--- src/rtl/pc_ras_unit.sv ---
// pc_ras_unit: fetch-stage program counter with a circular return-address stack.
// PC select modes: hold, increment, relative branch, absolute jump, call and return.
// Calls push PC+1 and returns pop it. A full stack overwrites its oldest entry.
// Stack overflow and underflow set sticky flags; reserved select codes set
// ill_ps_out for the following cycle.
// Optional feature macro PC_TRACE_EN adds two outputs: pc_prev_out and redir_out.
module pc_ras_unit #(
  parameter int              AW        = 16,
  parameter int              RAS_DEPTH = 4,
  parameter logic [AW-1:0]   RESET_PC  = '0
) (
  input  logic                             clk,
  input  logic                             rst_n,
  input  logic                             stall_in,
  input  logic [2:0]                       ps_in,
  input  logic [15:0]                      ins_in,
  input  logic [AW-1:0]                    ra_in,
  output logic [AW-1:0]                    pc_out,
  output logic [$clog2(RAS_DEPTH+1)-1:0]   ras_cnt_out,
  output logic                             ras_ovf_out,
  output logic                             ras_unf_out,
`ifdef PC_TRACE_EN
  output logic [AW-1:0]                    pc_prev_out,
  output logic                             redir_out,
`endif
  output logic                             ill_ps_out
);

  localparam int CW = $clog2(RAS_DEPTH+1);
  localparam int PW = $clog2(RAS_DEPTH);

  localparam logic [2:0] PS_HOLD = 3'd0;
  localparam logic [2:0] PS_INC  = 3'd1;
  localparam logic [2:0] PS_BR   = 3'd2;
  localparam logic [2:0] PS_JMP  = 3'd3;
  localparam logic [2:0] PS_CALL = 3'd4;
  localparam logic [2:0] PS_RET  = 3'd5;

  logic [AW-1:0] ras_mem [RAS_DEPTH];
  logic [PW-1:0] wr_ptr;
  logic [PW-1:0] rd_ptr;
  logic [AW-1:0] pc_inc;
  logic [5:0]    br_off;
  logic [AW-1:0] br_ext;
  logic          ras_full;
  logic          ras_empty;
  logic          push;
  logic          unused_ins;

  // Only the split offset field of the instruction is used here.
  assign unused_ins = ^{ins_in[15:9], ins_in[5:3]};

  assign rd_ptr    = wr_ptr - PW'(1);
  assign pc_inc    = pc_out + AW'(1);
  assign br_off    = {ins_in[8:6], ins_in[2:0]};
  assign br_ext    = {{(AW-6){br_off[5]}}, br_off};
  assign ras_full  = (ras_cnt_out == CW'(RAS_DEPTH));
  assign ras_empty = (ras_cnt_out == '0);
  assign push      = !stall_in && (ps_in == PS_CALL);

  // Stack storage carries no reset; an entry is only read after a push has written it.
  always_ff @(posedge clk) begin
    if (rst_n && push) ras_mem[wr_ptr] <= pc_inc;
  end

  // PC, stack pointer/count, sticky flags and trace registers.
  always_ff @(posedge clk or negedge rst_n) begin
    if (!rst_n) begin
      pc_out      <= RESET_PC;
      wr_ptr      <= '0;
      ras_cnt_out <= '0;
      ras_ovf_out <= 1'b0;
      ras_unf_out <= 1'b0;
      ill_ps_out  <= 1'b0;
`ifdef PC_TRACE_EN
      pc_prev_out <= RESET_PC;
      redir_out   <= 1'b0;
`endif
    end else if (!stall_in) begin
      ill_ps_out <= 1'b0;
`ifdef PC_TRACE_EN
      pc_prev_out <= pc_out;
      redir_out   <= 1'b0;
`endif
      case (ps_in)
        PS_HOLD: ;
        PS_INC: pc_out <= pc_inc;
        PS_BR: begin
          pc_out <= pc_out + br_ext;
`ifdef PC_TRACE_EN
          redir_out <= 1'b1;
`endif
        end
        PS_JMP: begin
          pc_out <= ra_in;
`ifdef PC_TRACE_EN
          redir_out <= 1'b1;
`endif
        end
        PS_CALL: begin
          pc_out <= ra_in;
          wr_ptr <= wr_ptr + PW'(1);
          // A full stack keeps its count; the push lands on the oldest slot.
          if (ras_full) ras_ovf_out <= 1'b1;
          else          ras_cnt_out <= ras_cnt_out + CW'(1);
`ifdef PC_TRACE_EN
          redir_out <= 1'b1;
`endif
        end
        PS_RET: begin
          if (ras_empty) begin
            pc_out      <= pc_inc;
            ras_unf_out <= 1'b1;
          end else begin
            pc_out      <= ras_mem[rd_ptr];
            wr_ptr      <= rd_ptr;
            ras_cnt_out <= ras_cnt_out - CW'(1);
`ifdef PC_TRACE_EN
            redir_out <= 1'b1;
`endif
          end
        end
        default: begin
          pc_out     <= pc_inc;
          ill_ps_out <= 1'b1;
        end
      endcase
    end
  end

endmodule

--- config.mk ---
export PLATFORM = sky130hd
export DESIGN_NAME = pc_ras_unit
export DESIGN_NICKNAME = d
export VERILOG_FILES = /design/src/rtl/pc_ras_unit.sv
export SDC_FILE = /design/constraint.sdc
export NUM_CORES = 1
export LEC_CHECK = 0
export ABC_AREA = 1
export CORE_MARGIN = 3
export CORE_UTILIZATION = 55
export DETAILED_ROUTE_END_ITERATION = 16
export GPL_ROUTABILITY_DRIVEN = 0
export HOLD_SLACK_MARGIN = 0.15
export PLACE_DENSITY_LB_ADDON = 0.3
export SLEW_MARGIN = 20
export SYNTH_ARGS = -nofsm -noshare
export SYNTH_HDL_FRONTEND = slang
export SYNTH_SLANG_ARGS = --single-unit
export TNS_END_PERCENT = 20
--- constraint.sdc ---
create_clock -name clk -period 5.6 [get_ports clk]
set_input_delay 1.12 -clock clk [delete_from_list [all_inputs] [get_ports clk]]
set_output_delay 1.12 -clock clk [all_outputs]
set_load 0.005 [all_outputs]
# ---- Yosys cells after proc, flatten, opt, wreduce, memory -nomap -nowiden
# Memories as Yosys holds them, arrays and structs flattened.
# Cells that the tools add are included.
# Widths: inputs -> output; s select.
dict set report totals {
  output_inout_bits 22
  mem_bits_rw 64
  n_memories 1
  register_bits 24
  wordCells 46
}
dict set report op_classes {
  n_eq_ne 8
  mux 10
  reduce_logical 13
  add_sub_neg 6
  bitwise_logic 2
}
# memory depth word_bits read_ports rd_clocked_by_memory_dff write_ports line_no
set mem_list {}
lappend mem_list {ras_mem 4 16 1 0 1 39} ;# logic [AW-1:0] ras_mem [RAS_DEPTH];
# op n
set ops {}
lappend ops {{$pmux 16 s4} 1}
lappend ops {{$add 16x1->16 const B} 1}
lappend ops {{$add 16x16->16} 1}
lappend ops {{$mux 16} 1}
lappend ops {{$eq 3x3->1 const B} 3}
lappend ops {{$reduce_and 3->1} 3}
lappend ops {{$eq 3x2->1 const B} 2}
lappend ops {{$logic_not 3->1} 2}
lappend ops {{$mux 3} 2}
lappend ops {{$pmux 3 s2} 1}
lappend ops {{$reduce_or 6->1} 1}
lappend ops {{$ne 2x2->1 const B} 2}
lappend ops {{$pmux 2 s2} 1}
lappend ops {{$reduce_and 4->1} 1}
lappend ops {{$add 3x1->3 const B} 1}
lappend ops {{$eq 3x1->1 const B} 1}
lappend ops {{$mux 1} 3}
lappend ops {{$sub 3x1->3 const B} 1}
lappend ops {{$add 2x1->2 const B} 1}
lappend ops {{$logic_and 1x1->1} 2}
lappend ops {{$mux 2} 1}
lappend ops {{$not 1->1} 2}
lappend ops {{$reduce_and 2->1} 1}
lappend ops {{$reduce_bool 2->1} 1}
lappend ops {{other kinds (3)} 3}

# ---- Logic depth before layout (Yosys ltp)
# Gate-level depths: netlist (run 1).
dict set report depth {
  word_depth 5
  depth_mapped 15
  mapped_depth_nobuf 13
}

# ---- Worst setup path after synthesis (run 1)
# Ideal clock, no wire load.
dict set report synth_path {
  kind {input -> register}
  from {input port ps_in[1]}
  to {memory ras_mem[0][0], enable pin}
  n_path_buf 0
  t_required_ps 5211
  setup_time_ps 389
  stages 5
  arrival_time_ps 2317
  setup_slack_ps 2894
  path_cell_list {inv_2 -> nand3_2 -> inv_1 -> nand3_1 -> nor2_1}
}
dict set report synth_between {
  elab_chain_len 5
}
# element line_no
set synth_rtl {}
lappend synth_rtl {{start: declaration} 15} ;# input logic [2:0] ps_in,
lappend synth_rtl {{$eq 3x3->1} 59} ;# assign push = !stall_in && (ps_in == PS_CALL);
lappend synth_rtl {{$logic_and 1x1->1} 59}
lappend synth_rtl {{$logic_and 1x1->1} 63} ;# if (rst_n && push) ras_mem[wr_ptr] <= pc_inc;
lappend synth_rtl {{$mux 1} 63}
lappend synth_rtl {{$mux 1 (implied by the code)} 63}
lappend synth_rtl {{end: declaration} 39}
# No other way between the ends.

# ---- Final worst setup path (run 1)
dict set report layout_path {
  from {register wr_ptr[0]}
  to {register pc_out[9]}
}
dict set report layout_between {
  elab_chain_len 4
}
# element line_no
set layout_rtl {}
lappend layout_rtl {{start: declaration} 40} ;# logic [PW-1:0] wr_ptr;
lappend layout_rtl {{start signal: assignment} 102} ;# wr_ptr <= wr_ptr + PW'(1);
lappend layout_rtl {{start signal: assignment} 116} ;# wr_ptr <= rd_ptr;
lappend layout_rtl {{$sub 2x1->2} 53} ;# assign rd_ptr = wr_ptr - PW'(1);
lappend layout_rtl {{$mem_v2 4x16} --}
lappend layout_rtl {{$mux 16} 111} ;# if (ras_empty) begin
lappend layout_rtl {{$pmux 16 s4} 85} ;# case (ps_in)
lappend layout_rtl {{end signal: assignment} 87} ;# PS_INC: pc_out <= pc_inc;
lappend layout_rtl {{end signal: assignment} 89} ;# pc_out <= pc_out + br_ext;
lappend layout_rtl {{end signal: assignment} 112} ;# pc_out <= pc_inc;
lappend layout_rtl {{end: declaration} 18} ;# output logic [AW-1:0] pc_out,
# No other way between the ends.
# A chain may end at the register's enable or synchronous reset.

==> results by stage, run 1 <==
Synth:
- The share of synthesized flip-flops with an asynchronous set or reset is 27.3%.
- The Yosys step of the flow raised 0 warnings.
- The number of instances in the synthesized netlist is 695.
- The most used flip-flop cell after synthesis is sky130_fd_sc_hd__edfxtp_1.
- Summed over its instances, the top area cell type makes up 35.3% of the synthesized netlist area.
- For this run, the register share of the synthesized area comes to 46.3%.
- Synthesis instantiated 44 different standard cells from the library.
- The most numerous cell in the Yosys netlist is sky130_fd_sc_hd__nand2_1.
- The net count after synthesis is 755.
- By area the synthesized netlist is led by sky130_fd_sc_hd__edfxtp_1, sky130_fd_sc_hd__nand2_1, sky130_fd_sc_hd__dfrtp_1.
- By count the netlist is led by sky130_fd_sc_hd__nand2_1, sky130_fd_sc_hd__inv_1, sky130_fd_sc_hd__nand3_1.
- After synthesis the netlist holds a flip-flop and latch count of 88.
- The average cell area after synthesis is 7.84 sq um.
- The mapped netlist covers 5450 sq um.
- The library cell with the largest summed area after synthesis is sky130_fd_sc_hd__edfxtp_1.
- The number of synthesized flops with an enable pin is 64.

Setup path:
- The depth of the worst register-to-register path is 13.
- For the worst setup path, the data required time is 5.88 ns.
- The most prevalent standard cell on the critical path is sky130_fd_sc_hd__nand2_1.
- The worst setup path is captured at a flip-flop.
- The worst setup path is of the flip-flop to flip-flop kind.
- The critical-path cell with the highest stage delay is sky130_fd_sc_hd__ha_1.
- For the worst setup path, the data arrival time is 3.81 ns.
- Of all nets on the critical path, the largest fanout is 35.
- The instance count on the critical path is 13.
- The number of buffers and inverters on the critical path is 4.
- Walking the worst path, the cells encountered are buf_4, inv_2, ha_1, clkinv_1, nand3_1, nand2_1, nor2_1, nor2_1, nand2_1, inv_1, nand2_1, nand2_1, nand2_1.
- The delay of the slowest cell on the worst path is 0.86 ns.
- Broken down by cell family, the worst path's largest delay share belongs to buffers and inverters.
- STA classifies the critical path startpoint as a flip-flop.

STA:
- The number of pins exceeding their max-slew limit in the final report came to 0.
- Subtracting the final worst setup slack from the clock period gives 3.53 ns.
- After layout, the worst setup slack is 2.07 ns.
- For the final database, setup skew stands at 0.00997 ns.
- At the pin with the least slew margin, the transition time is 1.01 ns.
- Setup repair after global routing left no endpoint under its margin.
- The final hold violation count came to 0.
- The achievable clock frequency is 0.283 GHz.
- Setup violations remaining at the end of the flow were counted as 0.
- The part of the cycle the worst path needs is 63.0%.
- The final setup TNS is 0 ns.
- The worst pin sits at a relative slew slack of 32.4%.

Placement:
- Before CTS, the worst setup slack after placement is 2.08 ns.
- Summed over all nets, the half-perimeter wirelength after detailed placement is 9.44 mm.
- The number of placed instances, taps included is 861.
- The count of input and output buffers is 49.
- The placed standard-cell area is 6040 sq um.

Routing:
- The count of vias placed by the detailed router is 4710.
- The first-pass iteration count of the detailed router is 5.
- The detail route stage leaves a number of antenna-violating nets equal to 0.
- The total DRC errors in the routed layout is 0.
- The via density per instance is 5.37.
- The number of DRC violations after detailed-routing iteration 0 is 345.
- Dividing the detail-routed wire length by the instance count gives 15.1 microns.
- The wire length after detailed routing is 13.3 mm.

Worst hold path:
- The number of cells traversed by the worst hold path is 1.
- The type of the most critical hold path is flip-flop to flip-flop.

Finish:
- In the final design database the tool counted 803 nets.
- Cells with a size suffix above 1 make up 7.09% of the layout.
- The area growth from synthesis to layout is 14.6%.
- The number of antenna cells inserted is 0.
- The finished cells cover 6250 sq um.
- The post-route non-filler standard cell count is 877.

Floorplanning:
- The I/O pin total is 60.
- The initial utilization of the core area, before any placement, comes to 57.9%.
- The number of core rows is 35.
- The core region is 9420 sq um.
- The die covers 11100 sq um.
- The die width is 106 microns.
- The chip height is 106 microns.

Clock network:
- The CTS tree is yes.
- Post-CTS repair changed the size of 0 cells.
- The clock insertion delay at the later pin of the skew report is 0.35 ns.
- The number of buffers inserted for hold repair after clock tree synthesis is 0.
- The longest clock path from root to sink contains 2 buffers.
- The number of clock sinks is 88.
- The tree is rooted in a sky130_fd_sc_hd__clkbuf_8.
- Buffers added to address setup during post-CTS repair amount to 0.
- The H-tree was split into 3 levels.
- After clock tree synthesis, the clock-pin slew on the worst setup and hold paths is 0.08 ns.
- The number of buffers added by the clock tree synthesis step is 9.

Power:
- The reported leakage power is 2.86 nW.
- The power per standard cell area is 410 nW/um^2.
- IR analysis of the VDD net gives a maximum drop of 225 uV.

Global route:
- The initial antenna violation count is 0.
- The first global-routing pass estimated 21.6 mm of wire.
- Entering global routing, the biggest net connects 36 pins.
- The via count of the first global-routing pass is 4562.
- In the global route stage, overall resource usage came out at 24.6%.
- The final global-route overflow total is 0.

Status:
- The run finished with clean final reports.

Job:
- The number of maximum-capacitance constraint violations is 0.
placed cells by master, fill, tap and decap left out, drive strengths merged, types with 3 or more instances in the layout:
cell type,count
nand2,246
inv,97
nand3,75
edfxtp,64
nor2,63
clkdlybuf4s50,49
a21oi,24
dfrtp,24
o21ai,23
ha,20
clkbuf,12
a31oi,7
xor2,6
or2,4
clkinv,4
nor3,4
o22ai,3
nand4,3
worst reg2reg max path, cell delays in order (launching register included):
cell                       delay [ns]
sky130_fd_sc_hd__dfrtp_1         0.34
sky130_fd_sc_hd__buf_4           0.35
sky130_fd_sc_hd__inv_2           0.38
sky130_fd_sc_hd__ha_1            0.86
sky130_fd_sc_hd__clkinv_1        0.72
sky130_fd_sc_hd__nand3_1         0.30
sky130_fd_sc_hd__nand2_1         0.09
sky130_fd_sc_hd__nor2_1          0.12
sky130_fd_sc_hd__nor2_1          0.06
sky130_fd_sc_hd__nand2_1         0.06
sky130_fd_sc_hd__inv_1           0.04
sky130_fd_sc_hd__nand2_1         0.06
sky130_fd_sc_hd__nand2_1         0.04
sky130_fd_sc_hd__nand2_1         0.05
power by group:
part	leakage (nW)	switching, mW	internal [mW]
clock	0.102	0.208	0.250
combinational	1.90	0.764	0.425
sequential	0.861	0.0926	0.820
total	2.86	1.06	1.49
flip-flops by register name, summed over array words and instances, names as in the netlist:
signal,cells
ras_cnt_out,3
pc_out,16
ras_unf_out,1
wr_ptr,2
ras_mem,64
ras_ovf_out,1
ill_ps_out,1
stage by stage:
step / utilization (%) / hold slack, ns / power [mW]
floorplan: - / 0.451 / 1.72
global placement: 64.2 / 0.442 / 2.04
detailed placement: 64.2 / 0.452 / 2.10
CTS: 66.3 / 0.471 / 2.55
global route: 66.3 / 0.502 / 2.74
finish: 66.3 / 0.467 / 2.56
logic make-up (layout without fill, tap and decap cells):
logic type | after synthesis | in the layout | share of synthesized area (%)
buffers and inverters | 113 | 166 | 8.56
adders and majority gates | 22 | 22 | 5.33
DFF | 88 | 88 | 46.3
and+or+nand+nor | 400 | 400 | 31.9
xor gates and xnor gates | 7 | 7 | 1.12
AOI/OAI and AO/OA | 65 | 65 | 6.82
final timing paths:
kind / start / end / slack (ns)
max in group asynchronous: rst_n / pc_out[7]$_DFFE_PN0P_ / 4.18
min in group asynchronous: rst_n / ras_ovf_out$_DFFE_PN0P_ / 1.13
max reg2reg: wr_ptr[0]$_DFFE_PN0P_ / pc_out[9]$_DFFE_PN0P_ / 2.07
max: wr_ptr[0]$_DFFE_PN0P_ / pc_out[9]$_DFFE_PN0P_ / 2.07
min: ras_ovf_out$_DFFE_PN0P_ / ras_ovf_out$_DFFE_PN0P_ / 0.47
min reg2reg: ras_ovf_out$_DFFE_PN0P_ / ras_ovf_out$_DFFE_PN0P_ / 0.47
final cells by class:
class | count | area [sq um]
multi-input combinational | 494 | 2470
tap | 129 | 161
clock buffer | 12 | 135
sequential | 88 | 2520
timing repair buffer | 51 | 505
inverter | 99 | 382
clock inverter | 4 | 68.8
fill | 792 | 3170
layer usage:
layer	global-route usage, %	part of all wire, %
met5	0	0
met4	11.2	2.4
met3	3.80	5.4
met2	41.7	50
met1	31.1	42
No activity file was read; power rests on OpenSTA's default activity.
==> run 2, diff against run 1 <==
clock period = 3.25 ns   (was 5.6 ns; I/O delays follow)
==> run 2 against run 1 <==
Net effect: clock skew fell by 0.0024 ns; count of clock-buffer cells in the layout fell by 1; wire length rose by 2.9%; core utilization rose by 0.39 points; first-iteration DRC count rose by 11%; flip-flop and latch count did not move; largest power group unchanged.
==> results by stage, run 2 (same netlist as run 1, synthesis figures left out) <==
Clock network:
- The library cell used as clock root buffer is sky130_fd_sc_hd__clkbuf_8.
- The buffer levels on the longest clock path is 2.
- The number of clock buffers added by TritonCTS is 9.
- The tree built by TritonCTS fans out to 88 sinks.
- TritonCTS built the clock tree.
- After clock tree synthesis, the repair step resized 0 gates.
- After clock tree synthesis, the setup repair step added 0 buffers.
- Clock latency on the worst-skew pair, taken at its later pin, is 0.36 ns.
- The number of H-tree branching levels is 3.
- Clock-pin slew was measured on the worst setup and hold paths at 0.09 ns.
- The number of buffers inserted for hold repair after clock tree synthesis is 0.

Finish:
- The number of filler instances in the final layout is 767.
- In the layout the commonest cells are sky130_fd_sc_hd__nand2_1, sky130_fd_sc_hd__inv_1, sky130_fd_sc_hd__nand3_1.
- The number of antenna diodes in the final layout is 0.
- The area of the multi-input gates is 2460 sq um.
- The post-route non-filler standard cell count is 884.
- The layout-stage area growth over the synthesis result is 15.3%.
- In the final layout, the registers with the most flip-flops are ras_mem (64), pc_out (16), ras_cnt_out (3).
- Of the cells placed in the final design, the portion with a size suffix greater than 1 is 7.68%.
- The final cell utilization of the core is 66.7%.
- The final layout net count is 810.
- The most flop-heavy register is ras_mem.
- The cell area after layout is 6280 sq um.
- The most common library cell in the layout ignoring fill and taps is sky130_fd_sc_hd__nand2_1.
- The number of flip-flops in the largest register is 64.
- Registers take 2520 sq um.

Setup path:
- The worst setup path is launched from a primary input.
- The largest driver fanout on the critical path is 11.
- The element type at the critical path end is a flip-flop.
- The class of the most critical setup path is primary input to flip-flop.
- At the worst endpoint, the arrival time is 2.74 ns.
- The depth of the worst register-to-register path is 13.
- The data required time of the worst path is 3.51 ns.

Floorplanning:
- Measured along the y axis, the die boundary spans 106 microns.
- The effective utilization at floorplan is 57.9%.
- In this run the core area contains 35 standard-cell rows.
- The die width is 106 microns.
- The full die area is 11100 sq um.
- The I/O pin total is 60.
- The core region is 9420 sq um.

Power:
- The design draws 4.39 mW.
- The power per standard cell area is 699 nW/um^2.
- The reported leakage power is 2.90 nW.
- The peak supply drop is 350 uV.

Placement:
- The number of placed instances, taps included is 868.
- The HPWL reported at the end of detailed placement is 9.63 mm.
- The count of buffers added on input and output ports is 49.
- In this run the cell area measured after placement is 6080 sq um.
- The post-placement worst setup slack is 0.401 ns.

STA:
- The final setup TNS is 0 ns.
- On the final layout, the worst clock skew is 0.00753 ns.
- The final hold violation count is 0.
- For the pin with the worst max-slew slack, the measured transition is 0.560 ns.
- The number of pins exceeding their max-slew limit in the final report is 0.
- Measured against its own limit, the worst slew margin works out to 62.4%.
- Setup repair after global routing left no endpoint under its margin.
- Setup slack closes at 0.765 ns.
- The smallest clock period supported by the final layout is computed as 2.48 ns.
- Setup violations remaining at the end of the flow were counted as 0.
- Hold is met by 0.470 ns.
- The part of the cycle the worst path needs is 76.5%.
- Static timing analysis puts the maximum clock frequency at 0.402 GHz.

Routing:
- The number of antenna-violating nets in the routed design is 0.
- The pre-antenna-repair detailed-routing pass consisted of 5 iterations.
- In the final routed layout, each cell accounts on average for 15.4 microns.
- The total DRC errors in the routed layout is 0.
- Dividing the detail-routed via count by the number of cells gives 5.43.
- The number of DRC violations after detailed-routing iteration 0 is 384.
- The count of vias placed by the detailed router is 4796.
- The wire length after detailed routing is 13.7 mm.

Global route:
- Entering global routing, the biggest net connects 35 pins.
- After global routing the overflow that remains totals 0.
- The initial antenna violation count is 0.
- The via count of the first global-routing pass is 4766.
- The global-route wire length before repair is 22.7 mm.
- Across every metal layer, demand over resource in global routing totals 25.8%.

Job:
- The number of maximum-capacitance constraint violations is 0.

Worst hold path:
- Counting instances, the worst hold path has a depth of 1.
- In this run the worst hold path is classified as flip-flop to flip-flop.

Status:
- The run finished with clean final reports.
## run 2: final cells by class
cell class	instances	share of cell area (%)
timing repair buffer	58	8.88
clock inverter	5	0.896
inverter	99	6.07
multi-input combinational	494	39.2
sequential	88	40.2
tap	129	2.57
clock buffer	11	2.25
## run 2: path summary, 6_finish.rpt
check	start	end	slack (ns)
worst min register to register	ras_ovf_out$_DFFE_PN0P_	ras_ovf_out$_DFFE_PN0P_	0.47
worst min-delay path	ras_ovf_out$_DFFE_PN0P_	ras_ovf_out$_DFFE_PN0P_	0.47
worst max register to register	wr_ptr[1]$_DFFE_PN0P_	pc_out[11]$_DFFE_PN0P_	0.87
worst max-delay path	ins_in[8]	pc_out[13]$_DFFE_PN0P_	0.77
max in group asynchronous	rst_n	pc_out[9]$_DFFE_PN0P_	2.25
min in group asynchronous	rst_n	ill_ps_out$_DFFE_PN0N_	0.73
## run 2: layer usage
metal | up-vias | track usage [%] | routed length, microns
met5 | - | 0 | 0
met4 | 0 | 10.4 | 221
met3 | 21 | 4.23 | 968
met2 | 185 | 44.2 | 6870
met1 | 2227 | 32.5 | 5600
li1 | 2363 | - | -
## run 2: where the power goes
part | total, mW | internal (mW) | switching [mW]
clock network | 0.764 | 0.376 | 0.389
logic | 2.05 | 0.751 | 1.30
registers | 1.57 | 1.41 | 0.159
total | 4.39 | 2.54 | 1.85
## run 2: critical path, stage by stage
cell                              delay (ns)
sky130_fd_sc_hd__clkdlybuf4s50_1        0.78
sky130_fd_sc_hd__ha_1                   0.38
sky130_fd_sc_hd__nand2_1                0.19
sky130_fd_sc_hd__inv_1                  0.07
sky130_fd_sc_hd__nand2_1                0.07
sky130_fd_sc_hd__nand2_1                0.05
sky130_fd_sc_hd__a21oi_1                0.18
sky130_fd_sc_hd__nand3_1                0.09
sky130_fd_sc_hd__nand3_1                0.12
sky130_fd_sc_hd__nand2_1                0.06
sky130_fd_sc_hd__nand2_1                0.05
sky130_fd_sc_hd__nand2_1                0.04
==> run 3, diff against run 2 <==
clock period = 2.5 ns   (was 3.25 ns; I/O delays follow)
==> run 3 against run 2 <==
Net effect: setup slack got worse by 0.40 ns; flip-flop and latch count is the same; critical path depth grew 2; power up 30%; hold slack worse by 0.013 ns; cell count is 0.57% higher; wire length down 1.7%; clock power up 24%; non-clock buffer count rose by 5; count of clock-buffer cells in the layout shrank 2; global-route usage decreased by 0.97 points; clock skew decreased by 0.00069 ns; highest routed layer unchanged.
==> results by stage, run 3 (same netlist as run 1, synthesis figures left out) <==
Routing:
- The total DRC errors in the routed layout is 0.
- The count of vias placed by the detailed router is 4766.
- The via density per instance is 5.36.
- The per-cell routed wire length is 15.1 microns.
- In this run, the number of DRC markers left after iteration 0 of detailed routing was 264.
- The detail route stage leaves a number of antenna-violating nets equal to 0.
- For this run, the detailed router's first-pass iteration total came to 5.
- The wire length after detailed routing is 13.4 mm.

Clock network:
- In this run, post-CTS hold repair placed 0 buffers.
- The CTS tree is yes.
- The clock drives 88 sinks.
- The tree is rooted in a sky130_fd_sc_hd__clkbuf_8.
- Clock tree synthesis inserted a total of 9 buffers.
- The clock insertion delay at the later pin of the skew report is 0.36 ns.
- The post-cts sizing count is 0.
- The buffer levels on the longest clock path is 2.
- The clock-pin transition on the worst setup and hold timing paths is 0.09 ns.
- The number of setup buffers added after CTS is 0.
- The H-tree generated during clock tree synthesis spans 3 levels.

Finish:
- The footprint of the flip-flops and latches is 2520 sq um.
- The most common library cell in the layout ignoring fill and taps is sky130_fd_sc_hd__nand2_1.
- The final layout net count is 815.
- The number of filler instances in the final layout is 744.
- Cells with a size suffix above 1 make up 8.29% of the layout.
- The top cell types in the final layout, fill and taps aside, are sky130_fd_sc_hd__nand2_1, sky130_fd_sc_hd__inv_1, sky130_fd_sc_hd__nand3_1.
- The number of flip-flops in the largest register is 64.
- The final cell utilization of the core is 67.5%.
- The register with the most flip-flops in the final layout is ras_mem.
- From synthesis to final layout, the design area changed by 16.7%.
- The area of the multi-input gates is 2460 sq um.
- The number of antenna cells inserted is 0.
- The finished layout holds 889 standard cells, fillers aside.
- The largest registers in the layout are ras_mem (64), pc_out (16), ras_cnt_out (3).

STA:
- The worst path in the final design needs a cycle of 2.13 ns, including I/O delays and setup.
- Setup repair after global routing left no endpoint under its margin.
- Once routing completed, OpenROAD measured the worst setup slack at 0.367 ns.
- Static timing analysis puts the maximum clock frequency at 0.469 GHz.
- The final hold violation count was 0.
- In this run the tightest slew margin relative to its limit is 65.1%.
- The final setup TNS is 0 ns.
- The final critical path takes up 85.3% of the cycle.
- The clock skew is 0.00684 ns.
- The transition time of the tightest slew-check pin is 0.519 ns.
- Setup violations remaining at the end of the flow were counted as 0.
- The number of pins exceeding their max-slew limit in the final report is 0.

Job:
- The tool flagged a number of max-cap violations equal to 0.

Power:
- The sum of internal, switching and leakage power is 5.72 mW.
- The reported leakage power is 2.92 nW.
- The power per standard cell area is 899 nW/um^2.
- The worst-case IR drop observed on VDD is 446 uV.

Setup path:
- The largest driver fanout on the critical path is 4.
- The worst path arrival time is 2.39 ns.
- Data on the critical path is required at its endpoint by 2.76 ns.
- Together, buffers and inverters on the worst path number 3.
- The dominant delay contributor by cell family on the critical path is simple AND/OR/NAND/NOR gates.
- The most prevalent standard cell on the critical path is sky130_fd_sc_hd__nand3_1.
- The critical-path cell with the highest stage delay is sky130_fd_sc_hd__clkdlybuf4s50_1.
- The delay of the slowest cell on the worst path is 0.47 ns.
- The class of the most critical setup path is primary input to flip-flop.
- Walking the worst path, the cells encountered are clkdlybuf4s50_1, ha_1, inv_1, fa_1, inv_1, nand3_1, nand3_1, nand3_1, nand3_1, nand2_1, nand3_1, nand2_1, nand2_1, nand2_1.
- The worst setup path is captured at a flip-flop.
- The startpoint type of the worst setup path is a primary input.

Global route:
- Global routing used 24.8% of the available tracks across all layers.
- The initial antenna violation count was 0.
- The via count of the first global-routing pass was 4568.
- The pin count of the biggest net entering global routing is 35.
- The final global-route overflow total is 0.
- The global-route wire length before repair is 21.9 mm.

Worst hold path:
- The type of the most critical hold path is flip-flop to flip-flop.

Floorplanning:
- The die covers 11100 sq um.
- The die width is 106 microns.
- The effective utilization at floorplan is 57.9%.
- The I/O pin total is 60.
- The core region is 9420 sq um.
- The chip height is 106 microns.
- The number of core rows is 35.

Placement:
- The number of placed instances, taps included is 873.
- The count of input and output buffers is 49.
- Prior to clock tree synthesis, the placed netlist has a worst setup slack of -0.0152 ns.
- The HPWL reported at the end of detailed placement is 9.63 mm.

Status:
- The run finished with clean final reports.
run 3: changes by cell type in the layout (fill, tap and decap cells not counted), sizes merged:
| cell | before | now |
|---|---|---|
| clkinvlp | 0 | 2 |
| buf | 9 | 14 |
| clkbuf | 11 | 9 |
run 3: cell type report:
cell class | count | area share (%)
Tap cell | 129 | 2.54
Sequential cell | 88 | 39.7
Clock buffer | 9 | 1.95
Multi-Input combinational cell | 494 | 38.7
Clock inverter | 7 | 0.984
Inverter | 99 | 6.00
Timing Repair Buffer | 63 | 10.2
run 3: worst reg2reg max path, cell delays in order, from the launching register on:
cell                      delay, ns
sky130_fd_sc_hd__dfrtp_1       0.44
sky130_fd_sc_hd__ha_1          0.22
sky130_fd_sc_hd__inv_1         0.06
sky130_fd_sc_hd__fa_1          0.37
sky130_fd_sc_hd__inv_1         0.12
sky130_fd_sc_hd__nand3_1       0.08
sky130_fd_sc_hd__nand3_1       0.14
sky130_fd_sc_hd__nand3_1       0.11
sky130_fd_sc_hd__nand3_1       0.08
sky130_fd_sc_hd__nand2_1       0.05
sky130_fd_sc_hd__nand3_1       0.07
sky130_fd_sc_hd__nand2_1       0.05
sky130_fd_sc_hd__nand2_1       0.06
sky130_fd_sc_hd__nand2_1       0.04
run 3: stage by stage:
stage / area [sq um] / hold WS (ns)
after detailed placement: 6170 / 0.444
after floorplan: 5450 / 0.204
after global placement: 6170 / 0.443
final: 6360 / 0.457
after CTS: 6360 / 0.462
after global routing: 6360 / 0.484
run 3: metal layers:
metal	vias to the layer above	global-route usage, %	wire, microns
met4	0	6.94	278
met3	25	4.47	976
met5	-	0	0
li1	2365	-	-
met2	187	42.3	6680
met1	2189	32.6	5490
run 3: worst paths after layout:
path	startpoint	to	slack [ns]	cells after the start
worst max-delay path	ins_in[0]	pc_out[12]$_DFFE_PN0P_	0.37	14
worst min-delay path	ras_ovf_out$_DFFE_PN0P_	ras_ovf_out$_DFFE_PN0P_	0.46	1
worst max register to register	pc_out[0]$_DFFE_PN0P_	pc_out[12]$_DFFE_PN0P_	0.50	13
worst min register to register	ras_ovf_out$_DFFE_PN0P_	ras_ovf_out$_DFFE_PN0P_	0.46	1
max in group asynchronous	rst_n	pc_out[11]$_DFFE_PN0P_	1.65	2
min in group asynchronous	rst_n	ill_ps_out$_DFFE_PN0N_	0.59	2
run 3: where the power goes:
group          switching (mW)  internal, mW  total, mW
Combinational            1.72          1.01       2.72
Clock                   0.499         0.451      0.950
Sequential              0.208          1.84       2.04
